### src/rtl/dota_pkg.sv
// -----------------------------------------------------------------------------
// dota_pkg
// Shared types and helpers for the OTA/comparator density meter.
//   - dota_meas_state_t : measurement FSM states
//   - TOG_MAX           : saturation ceiling of the transition counter
//   - sat_shift()       : scales the ones count down to the result width, clamped
//   - maj3()            : 2-of-3 majority vote used by the optional glitch filter
// -----------------------------------------------------------------------------
package dota_pkg;

    typedef enum logic [1:0] {
        IDLE    = 2'd0,
        SETTLE  = 2'd1,
        MEASURE = 2'd2,
        DONE    = 2'd3
    } dota_meas_state_t;

    localparam logic [7:0] TOG_MAX = 8'hFF;

    // Shift the window ones count down to the result width and clamp to the
    // largest representable value, so a window of all ones reads full scale
    // instead of wrapping to zero.
    function automatic logic [31:0] sat_shift(
        input logic [31:0] ones,
        input int unsigned shift,
        input int unsigned out_w
    );
        logic [31:0] shifted;
        logic [31:0] max_val;
        shifted = ones >> shift;
        max_val = (32'd1 << out_w) - 32'd1;
        if (shifted > max_val) begin
            return max_val;
        end else begin
            return shifted;
        end
    endfunction

    // 2-of-3 majority vote.
    function automatic logic maj3(input logic a, input logic b, input logic c);
        return (a & b) | (a & c) | (b & c);
    endfunction

endpackage

### src/rtl/dota_sync.sv
// -----------------------------------------------------------------------------
// dota_sync
// Brings the asynchronous comparator pin into the clk domain and, optionally,
// removes single-cycle pulses from it.
//
// Optional feature macro: DOTA_GLITCH_FILTER_EN
//   defined   : clean = registered majority of three consecutive synchronised
//               samples (two extra cycles of latency, 1-cycle pulses rejected)
//   undefined : clean = last synchroniser stage, no filter flops
//
// Ports:
//   clk    in  1  system clock
//   rst_n  in  1  asynchronous active-low reset
//   cmp_in in  1  raw comparator output (asynchronous to clk)
//   clean  out 1  synchronised (and optionally filtered) comparator bit
// -----------------------------------------------------------------------------
module dota_sync
    import dota_pkg::*;
#(
    parameter int SYNC_STAGES = 2
) (
    input  logic clk,
    input  logic rst_n,
    input  logic cmp_in,
    output logic clean
);

    // The pad has a pull, so a floating pin arrives as a defined 0 here.
    logic [SYNC_STAGES-1:0] sync_r;

    // Synchroniser chain: cmp_in enters stage 0, s is the top stage.
    always_ff @(posedge clk or negedge rst_n) begin
        if (!rst_n) begin
            sync_r <= {SYNC_STAGES{1'b0}};
        end else begin
            sync_r <= {sync_r[SYNC_STAGES-2:0], cmp_in};
        end
    end

`ifdef DOTA_GLITCH_FILTER_EN
    logic s_d1_r;
    logic s_d2_r;
    logic filt_r;

    // Filter history and registered vote; history starts at 0 after reset.
    always_ff @(posedge clk or negedge rst_n) begin
        if (!rst_n) begin
            s_d1_r <= 1'b0;
            s_d2_r <= 1'b0;
            filt_r <= 1'b0;
        end else begin
            s_d1_r <= sync_r[SYNC_STAGES-1];
            s_d2_r <= s_d1_r;
            filt_r <= maj3(sync_r[SYNC_STAGES-1], s_d1_r, s_d2_r);
        end
    end

    assign clean = filt_r;
`else
    assign clean = sync_r[SYNC_STAGES-1];
`endif

endmodule

### src/rtl/dota_density_meter.sv
// -----------------------------------------------------------------------------
// dota_density_meter
// Measures the ones-density and transition count of the OTA comparator output
// over a window of 2^WIN_LOG2 synchronised samples and publishes both as
// registered results with a one-cycle valid strobe.
//
// Optional feature macro: DOTA_GLITCH_FILTER_EN (majority filter in dota_sync).
//
// Ports:
//   clk      in  1      system clock
//   rst_n    in  1      asynchronous active-low reset
//   ena      in  1      block enable; low aborts a measurement in progress
//   cmp_in   in  1      raw comparator output, asynchronous to clk
//   start    in  1      single-cycle request for one measurement
//   cont     in  1      back-to-back windows while high
//   density  out OUT_W  last completed window's scaled ones-density
//   toggles  out 8      last completed window's transition count (saturating)
//   valid    out 1      one-cycle strobe when density/toggles update
//   busy     out 1      high in SETTLE, MEASURE and DONE
// -----------------------------------------------------------------------------
module dota_density_meter
    import dota_pkg::*;
#(
    parameter int WIN_LOG2    = 8,
    parameter int OUT_W       = 8,
    parameter int SYNC_STAGES = 2,
    parameter int SETTLE_CYC  = 4
) (
    input  logic             clk,
    input  logic             rst_n,
    input  logic             ena,
    input  logic             cmp_in,
    input  logic             start,
    input  logic             cont,
    output logic [OUT_W-1:0] density,
    output logic [7:0]       toggles,
    output logic             valid,
    output logic             busy
);

    localparam logic [3:0]          SETTLE_LAST = 4'(SETTLE_CYC - 1);
    localparam logic                NO_SETTLE   = (SETTLE_CYC == 0) ? 1'b1 : 1'b0;
    localparam logic [WIN_LOG2-1:0] SAMPLE_LAST = {WIN_LOG2{1'b1}};
    localparam logic [WIN_LOG2-1:0] SAMPLE_ONE  = WIN_LOG2'(1);

    dota_meas_state_t    state_r;
    dota_meas_state_t    state_s;

    logic                clean_s;
    logic [3:0]          settle_cnt_r;
    logic [WIN_LOG2-1:0] sample_cnt_r;
    logic [WIN_LOG2:0]   ones_r;
    logic [WIN_LOG2:0]   ones_s;
    logic [7:0]          tog_cnt_r;
    logic [7:0]          tog_s;
    logic                prev_r;

    logic                publish_s;
    logic                busy_s;

    logic [OUT_W-1:0]    density_r;
    logic [7:0]          toggles_r;
    logic                valid_r;
    logic                busy_r;

    dota_sync #(
        .SYNC_STAGES(SYNC_STAGES)
    ) u_sync (
        .clk   (clk),
        .rst_n (rst_n),
        .cmp_in(cmp_in),
        .clean (clean_s)
    );

    // FSM state register.
    always_ff @(posedge clk or negedge rst_n) begin
        if (!rst_n) begin
            state_r <= IDLE;
        end else begin
            state_r <= state_s;
        end
    end

    // FSM next-state logic; ena low from any active state aborts to IDLE.
    always_comb begin
        state_s = state_r;
        case (state_r)
            IDLE: begin
                if (ena && (start || cont)) begin
                    if (NO_SETTLE) begin
                        state_s = MEASURE;
                    end else begin
                        state_s = SETTLE;
                    end
                end else begin
                    state_s = IDLE;
                end
            end
            SETTLE: begin
                if (!ena) begin
                    state_s = IDLE;
                end else if (settle_cnt_r == SETTLE_LAST) begin
                    state_s = MEASURE;
                end else begin
                    state_s = SETTLE;
                end
            end
            MEASURE: begin
                if (!ena) begin
                    state_s = IDLE;
                end else if (sample_cnt_r == SAMPLE_LAST) begin
                    state_s = DONE;
                end else begin
                    state_s = MEASURE;
                end
            end
            DONE: begin
                // Continuous mode re-enters MEASURE directly: no re-settle.
                if (ena && cont) begin
                    state_s = MEASURE;
                end else begin
                    state_s = IDLE;
                end
            end
            default: begin
                state_s = IDLE;
            end
        endcase
    end

    // FSM output decode: publish on the final sample, busy for any active state.
    always_comb begin
        publish_s = 1'b0;
        busy_s    = 1'b0;
        if ((state_r == MEASURE) && (state_s == DONE)) begin
            publish_s = 1'b1;
        end else begin
            publish_s = 1'b0;
        end
        if (state_s != IDLE) begin
            busy_s = 1'b1;
        end else begin
            busy_s = 1'b0;
        end
    end

    // Running totals including the current sample.
    always_comb begin
        ones_s = ones_r + {{WIN_LOG2{1'b0}}, clean_s};
        if ((clean_s != prev_r) && (tog_cnt_r != TOG_MAX)) begin
            tog_s = tog_cnt_r + 8'd1;
        end else begin
            tog_s = tog_cnt_r;
        end
    end

    // Settle, sample, ones and toggle counters.
    // prev follows the clean bit every cycle, so on the first MEASURE cycle it
    // already holds the sample taken on the cycle before the window opened.
    always_ff @(posedge clk or negedge rst_n) begin
        if (!rst_n) begin
            settle_cnt_r <= 4'd0;
            sample_cnt_r <= {WIN_LOG2{1'b0}};
            ones_r       <= {(WIN_LOG2 + 1){1'b0}};
            tog_cnt_r    <= 8'd0;
            prev_r       <= 1'b0;
        end else begin
            prev_r <= clean_s;
            if ((state_r == SETTLE) && (state_s == SETTLE)) begin
                settle_cnt_r <= settle_cnt_r + 4'd1;
            end else begin
                settle_cnt_r <= 4'd0;
            end
            if ((state_r == MEASURE) && (state_s == MEASURE)) begin
                ones_r       <= ones_s;
                tog_cnt_r    <= tog_s;
                sample_cnt_r <= sample_cnt_r + SAMPLE_ONE;
            end else begin
                ones_r       <= {(WIN_LOG2 + 1){1'b0}};
                tog_cnt_r    <= 8'd0;
                sample_cnt_r <= {WIN_LOG2{1'b0}};
            end
        end
    end

    // Result registers: load with the final sample folded in, so the update
    // and the valid strobe appear together on the DONE cycle.
    always_ff @(posedge clk or negedge rst_n) begin
        if (!rst_n) begin
            density_r <= {OUT_W{1'b0}};
            toggles_r <= 8'd0;
            valid_r   <= 1'b0;
            busy_r    <= 1'b0;
        end else begin
            busy_r <= busy_s;
            if (publish_s) begin
                density_r <= OUT_W'(sat_shift(32'(ones_s), WIN_LOG2 - OUT_W, OUT_W));
                toggles_r <= tog_s;
                valid_r   <= 1'b1;
            end else begin
                valid_r   <= 1'b0;
            end
        end
    end

    assign density = density_r;
    assign toggles = toggles_r;
    assign valid   = valid_r;
    assign busy    = busy_r;

endmodule
### config.mk
export PLATFORM = sky130hd
export DESIGN_NAME = dota_density_meter
export DESIGN_NICKNAME = d
export VERILOG_FILES = /design/src/rtl/dota_pkg.sv /design/src/rtl/dota_sync.sv /design/src/rtl/dota_density_meter.sv
export SDC_FILE = /design/constraint.sdc
export NUM_CORES = 1
export LEC_CHECK = 0
export CELL_PAD_IN_SITES_DETAIL_PLACEMENT = 0
export CELL_PAD_IN_SITES_GLOBAL_PLACEMENT = 1
export CORE_MARGIN = 2
export CORE_UTILIZATION = 42
export CTS_BUF_LIST = sky130_fd_sc_hd__clkbuf_2
export CTS_CLUSTER_SIZE = 8
export DETAILED_ROUTE_END_ITERATION = 8
export GPL_TIMING_DRIVEN = 1
export PLACE_DENSITY_LB_ADDON = 0.15
export SLEW_MARGIN = 20
export SYNTH_ARGS = -nofsm -noshare
export SYNTH_HDL_FRONTEND = slang
export SYNTH_SLANG_ARGS = --single-unit
export TNS_END_PERCENT = 50
### constraint.sdc
create_clock -name clk -period 2 [get_ports clk]
set_input_delay 0.4 -clock clk [delete_from_list [all_inputs] [get_ports clk]]
set_output_delay 0.4 -clock clk [all_outputs]
set_load 0.005 [all_outputs]
==> results of run 1 <==
## cells in the final DEF (no fill, tap or decap), types with 5 or more instances in the layout
master / count
dfrtp_1: 52
nor2_1: 27
clkdlybuf4s50_1: 22
inv_1: 15
buf_4: 15
nand3_1: 11
mux2i_1: 11
xor2_1: 8
xnor2_1: 7
mux2_2: 7
nor3_1: 5
nand4_1: 5
nand2_1: 5
clkbuf_2: 5
## registers in the layout, summed over array words and instances (netlist names)
signal / cells
tog_cnt_r: 8
prev_r: 1
busy: 1
toggles: 8
u_sync.sync_r: 2
density: 8
settle_cnt_r: 4
state_r: 2
sample_cnt_r: 8
valid: 1
ones_r: 9
## what timing repair did
action	CTS	global route
endpoints found under the setup margin	6	9
pin swaps	0	0
hold buffers	1	0
resized for setup	2	5
gates cloned	0	1
endpoints found under the hold margin	52	0
setup buffers	0	9
## final timing paths
check | startpoint | to | slack (ns) | cells past startpoint
min reg2reg | u_sync.sync_r[0] | u_sync.sync_r[1] | 0.38 | 0
max | settle_cnt_r[0] | toggles[2] | 0.009 | 7
min in group asynchronous | rst_n | tog_cnt_r[6] | 0.45 | 3
max in group asynchronous | rst_n | toggles[2] | 1.29 | 3
max reg2reg | settle_cnt_r[0] | toggles[2] | 0.009 | 7
min | u_sync.sync_r[0] | u_sync.sync_r[1] | 0.38 | 0
## stage by stage
stage | power (uW) | area, um^2 | setup TNS (ns)
2_1_floorplan | 1133 | 2385 | -0.1046
3_3_place_gp | 1197 | 2774 | 0
3_5_place_dp | 1197 | 2774 | -0.09254
4_1_cts | 1593 | 2820 | 0
5_1_grt | 1649 | 2952 | -0.3804
6_report | 1558 | 2952 | 0
## worst max-delay path: cells and delay by family (launching register included)
kind | cells | cell delay [ns]
flops | 1 | 0.45
compound gates | 1 | 0.33
buf+inv | 2 | 0.32
mux | 1 | 0.32
simple gates | 2 | 0.30
fa+ha+maj | 1 | 0.18
## cell families after synthesis
kind of cell             synth area share (%)
AND/OR/NAND/NOR                         18.03
adder cells (fa/ha/maj)                 2.651
flip-flops                              55.14
AO/OA/AOI/OAI                           6.151
multiplexers                            9.279
buffers and inverters                   3.181
XOR/XNOR                                5.568
## per-layer routing
metal,routed length (um),vias up,global-route usage [%]
met5,0,-,0
met1,2111,798,19.49
li1,-,803,-
met4,75,0,5.172
met3,123,7,3.409
met2,2051,21,23.76
## cell type report
cell class | count | area share [%]
clock inverter | 2 | 0.2543
clock buffer | 5 | 0.8478
tap | 72 | 3.052
multi-input combinational | 137 | 35.18
inverter | 15 | 1.908
timing repair buffer | 43 | 14.67
sequential | 52 | 44.09
## power breakdown
part	internal (uW)	total [uW]	switching, uW
Combinational	48.4	104	55.4
Clock	72.1	379	307
Sequential	1070	1080	7.68
==> impl_metrics.env, run 1 <==
export IMPL_antenna_found_initial=0
export IMPL_die_h_um=78.96
export IMPL_grt_pass1_vias=1594
export IMPL_vias=1629
export IMPL_drt_iter0_drc=101
export IMPL_ys_async_sr_fraction_pct=100.0
export IMPL_max_slew_margin_pct=54.27
export IMPL_setup_viol=0
export IMPL_synth_top_cell_by_area="dfrtp_1"
export IMPL_clock_latency_ns=0.41
export IMPL_rsz0062_at_grt="true"
export IMPL_cp_start_kind="flip-flop"
export IMPL_grt_usage_pct=14.69
export IMPL_drc=0
export IMPL_routed_wl_um=4361
export IMPL_cts_root_buf="clkbuf_2"
export IMPL_peakVddDrop_mv=0.3559
export IMPL_period_needed_ns=1.991
export IMPL_power_density_mw_per_mm2=527.9
export IMPL_drt_pass1_iter_count=4
export IMPL_utilization_pct=53.93
export IMPL_clock_skew_ns=0.008108
export IMPL_grt_pass1_wl_um=7265
export IMPL_grt_overflow=0
export IMPL_hold_viol=0
export IMPL_fin_hold_ws_ns=0.3826
export IMPL_die_w_um=78.96
export IMPL_p_leak_uw=0.001310
export IMPL_ys_ff_latch=52
export IMPL_place_inst=308
export IMPL_final_nets=265
export IMPL_cts_sinks=52
export IMPL_hp_class="flip-flop to flip-flop"
export IMPL_dieArea_mm2=0.006234
export IMPL_synth_edf_count=0
export IMPL_slew_violations=0
export IMPL_netlist_cell_type_count=38
export IMPL_timing_fmax_mhz=502.4
export IMPL_yosysWarningCount=0
export IMPL_antenna_cells=0
export IMPL_synth_common_cells="dfrtp_1 (52), nor2_1 (27), inv_1 (15)"
export IMPL_worstPathCellList="ha_2 -> or3b_4 -> nand2_4 -> a2111oi_4 -> buf_4 -> buf_12 -> mux2_2"
export IMPL_status="finished, final reports clean"
export IMPL_critical_path_required_ns=2.33
export IMPL_fin_cells=326
export IMPL_viasPerCell=4.997
export IMPL_drv_cap=0
export IMPL_numCtsBuffers=5
export IMPL_worst_path_max_delay_cell="dfrtp_1"
export IMPL_pre_cts_ws_ns=-0.02389
export IMPL_initial_utilization_pct=43.12
export IMPL_ios=24
export IMPL_io_buffer_count=23
export IMPL_path_class="flip-flop to flip-flop"
export IMPL_synth_top_cells_by_area="dfrtp_1 (55%), mux2i_1 (4.7%), nor2_1 (4.3%), mux2_2 (3.3%), xor2_1 (3.0%)"
export IMPL_route_antenna_remaining_nets=0
export IMPL_end_kind="flip-flop"
export IMPL_h_tree_depth=2
export IMPL_area_growth_syn_to_layout_pct=25.08
export IMPL_hpwl_um=2815
export IMPL_clkSlewWorstSetupHoldPaths_ns=0.22
export IMPL_synth_seq_area_share_pct=55.14
export IMPL_cp_arrival_ns=2.32
export IMPL_setup_slack_ns=0.009468
export IMPL_synth_area_mm2=0.002360
export IMPL_crit_fanout=7
export IMPL_fin_crit_sh_pct=99.53
export IMPL_cts_buffer_depth=2
export IMPL_syn_nets=218
export IMPL_netlist_instances=207
export IMPL_cts_tree="built"
export IMPL_drive_gt1_share_pct=20.87
export IMPL_core_rowCount=27
export IMPL_ys_flop_type="dfrtp_1"
export IMPL_slowest_delay_ns=0.45
export IMPL_multi_input_area_mm2=0.001039
export IMPL_area_sequential_mm2=0.001301
export IMPL_syn_avg_cell_area_um2=11.40
export IMPL_grt_start_max_net_pins=53
export IMPL_fill_cells=504
export IMPL_synth_top_area_share_pct=55.14
export IMPL_yosysMostFrequentCell="dfrtp_1"
export IMPL_design_core_area_mm2=0.005473
export IMPL_drt_wirelength_per_cell_um=13.38
export IMPL_place_gp_congestion=0.7527
export IMPL_worstMarginPinSlew_ns=0.6807
Note: power is estimated with default switching activity, not from simulation.
==> run 2: changes to the inputs <==
--- a/config.mk
+++ b/config.mk
@@ -8,7 +8,7 @@
 export CELL_PAD_IN_SITES_DETAIL_PLACEMENT = 0
 export CELL_PAD_IN_SITES_GLOBAL_PLACEMENT = 1
 export CORE_MARGIN = 2
-export CORE_UTILIZATION = 42
+export CORE_UTILIZATION = 47
 export CTS_BUF_LIST = sky130_fd_sc_hd__clkbuf_2
 export CTS_CLUSTER_SIZE = 8
 export DETAILED_ROUTE_END_ITERATION = 8
==> constraint.sdc (replaced) <==
create_clock -name clk -period 2.05 [get_ports clk]
set_input_delay 0.41 -clock clk [delete_from_list [all_inputs] [get_ports clk]]
set_output_delay 0.41 -clock clk [all_outputs]
set_load 0.005 [all_outputs]
==> run 2 against run 1 <==
Global-route usage up 2.2 points; clock power about the same; count of clock-buffer cells in the layout unchanged; first-iteration DRC count down 27%; sequential power about the same; wire length up 1.7%; via count up 0.74%; register-to-register slack better by 0.04 ns; cell area down 0.30%; core utilization up 7.6 points; critical path type unchanged.
==> impl_metrics.env, run 2 (synthesis gave the netlist of run 1 again) <==
export IMPL_antenna_found_initial=0
export IMPL_cts_root_buf="clkbuf_2"
export IMPL_grt_pass1_wl_um=7231
export IMPL_hold_viol=0
export IMPL_period_needed_ns=2.005
export IMPL_io_buffer_count=23
export IMPL_drv_cap=0
export IMPL_drt_iter0_drc=74
export IMPL_clkSlewWorstSetupHoldPaths_ns=0.24
export IMPL_reg2reg_slack_ns=0.04
export IMPL_grt_util_met1_pct=20.02
export IMPL_tns_ns=0
export IMPL_p_total_uw=1533
export IMPL_hpwl_um=3003
export IMPL_critical_path_required_ns=2.39
export IMPL_worstMarginPinSlew_ns=0.7156
export IMPL_status="finished, final reports clean"
export IMPL_antenna_cells=0
export IMPL_p_leak_uw=0.001319
export IMPL_cp_arrival_ns=2.35
export IMPL_path_class="flip-flop to flip-flop"
export IMPL_hp_class="input pin to async pin"
export IMPL_grt_pass1_vias=1700
export IMPL_end_kind="flip-flop"
export IMPL_route_antenna_remaining_nets=0
export IMPL_final_nets=266
export IMPL_power_density_mw_per_mm2=521.0
export IMPL_area_growth_syn_to_layout_pct=24.71
export IMPL_cts_sinks=52
export IMPL_largest_reg_flops=9
export IMPL_fin_crit_sh_pct=97.82
export IMPL_drt_pass1_iter_count=4
export IMPL_setup_viol=0
export IMPL_grt_start_max_net_pins=23
export IMPL_numCtsBuffers=5
export IMPL_max_slew_margin_pct=51.92
export IMPL_rsz0062_at_grt="true"
export IMPL_viasPerCell=5.080
export IMPL_clock_latency_ns=0.42
export IMPL_timing_fmax_mhz=498.7
export IMPL_grt_use_met3_pct=4.284
export IMPL_h_tree_depth=2
export IMPL_drt_wirelength_per_cell_um=13.73
export IMPL_grt_use_met2_pct=30.21
export IMPL_core_rowCount=25
export IMPL_die_h_um=74.86
export IMPL_layout_commonest_cell="dfrtp_1"
export IMPL_initial_utilization_pct=49.31
export IMPL_routed_wl_um=4434
export IMPL_dieArea_mm2=0.005603
export IMPL_grt_overflow=0
export IMPL_peakVddDrop_mv=0.3449
export IMPL_final_cell_mix="dfrtp_1 (52), nor2_1 (27), clkdlybuf4s50_1 (22), buf_4 (18), inv_1 (15)"
export IMPL_drive_gt1_share_pct=21.09
export IMPL_die_w_um=74.86
export IMPL_regMostFlops="ones_r"
export IMPL_design_core_area_mm2=0.004786
export IMPL_drc=0
export IMPL_cp_start_kind="flip-flop"
export IMPL_place_gp_congestion=0.7489
export IMPL_clock_skew_ns=0.01994
export IMPL_ios=24
export IMPL_cts_buffer_depth=2
export IMPL_cts_tree="built"
export IMPL_grt_usage_pct=16.86
export IMPL_crit_fanout=8
export IMPL_slew_violations=0
export IMPL_vias=1641
export IMPL_fill_cells=374
export IMPL_grt_busiest_layer="met2"
-- run 2: cell types whose count changed in the layout (fill, tap and decap cells not counted), sizes merged --
cell    before  now
clkinv       2    3
buf         19   20
-- run 2: final timing paths --
| kind | from | end | cells after the start |
|---|---|---|---|
| max | sample_cnt_r[1] | density[2] | 7 |
| min in group clk | u_sync.sync_r[0] | u_sync.sync_r[1] | 0 |
| min | rst_n | density[0] | 2 |
| max reg2reg | sample_cnt_r[1] | density[2] | 7 |
| min reg2reg | u_sync.sync_r[0] | u_sync.sync_r[1] | 0 |
| max in group asynchronous | rst_n | tog_cnt_r[3] | 3 |
-- run 2: area by class of cell --
cell class                      instances  area (um^2)  area share (%)
Clock buffer                            5        25.02          0.8503
Clock inverter                          3        13.76          0.4677
Inverter                               15        56.30           1.913
Multi-Input combinational cell        137         1047           35.59
Sequential cell                        52         1301           44.22
Tap cell                               67        83.83           2.849
Timing Repair Buffer                   44        415.4           14.12
-- run 2: critical path: stages (launching register included) --
cell,delay [ns]
dfrtp_1,0.44
ha_2,0.19
and3_4,0.21
nand4_4,0.12
a2111oi_4,0.31
buf_4,0.20
buf_12,0.14
mux2_2,0.33
-- run 2: power breakdown --
group | switching (uW) | internal (uW)
combinational | 55.3 | 48.2
sequential | 7.50 | 1040
clock | 303 | 76.7
total | 366 | 1170
-- run 2: routing by layer --
metal / up-vias / share of wire, %
li1: 810 / -
met5: - / 0
met3: 6 / 3.3
met1: 796 / 46
met2: 29 / 50
met4: 0 / 0.95
-- run 2: repair_timing --
item,4_1_cts,5_1_grt
endpoints found under the setup margin,6,9
cloned,0,1
endpoints found under the hold margin,13,0
hold buffers,1,0
resized for setup,1,9
setup buffers,0,11
-- run 2: metrics by stage --
step | setup WS [ns] | instance area, um^2 | hold slack, ns | utilization [%] | instances
6_report | 0.04468 | 2943 | 0.3723 | 61.49 | 323
3_3_place_gp | 0.04510 | 2748 | 0.3225 | 57.41 | 302
4_1_cts | 0.02825 | 2799 | 0.3566 | 58.48 | 311
3_5_place_dp | 0.02059 | 2748 | 0.3221 | 57.41 | 302
2_1_floorplan | -0.002276 | 2385 | 0.1144 | - | 207
5_1_grt | -0.03887 | 2943 | 0.3727 | 61.49 | 323
==> run 3: changes to the inputs <==
--- a/config.mk
+++ b/config.mk
@@ -5,6 +5,7 @@
 export SDC_FILE = /design/constraint.sdc
 export NUM_CORES = 1
 export LEC_CHECK = 0
+export ABC_CLOCK_PERIOD_IN_PS = 2050
 export CELL_PAD_IN_SITES_DETAIL_PLACEMENT = 0
 export CELL_PAD_IN_SITES_GLOBAL_PLACEMENT = 1
 export CORE_MARGIN = 2
==> results of run 3 <==
Final layout, timing and power as in run 2 (identical DEF).
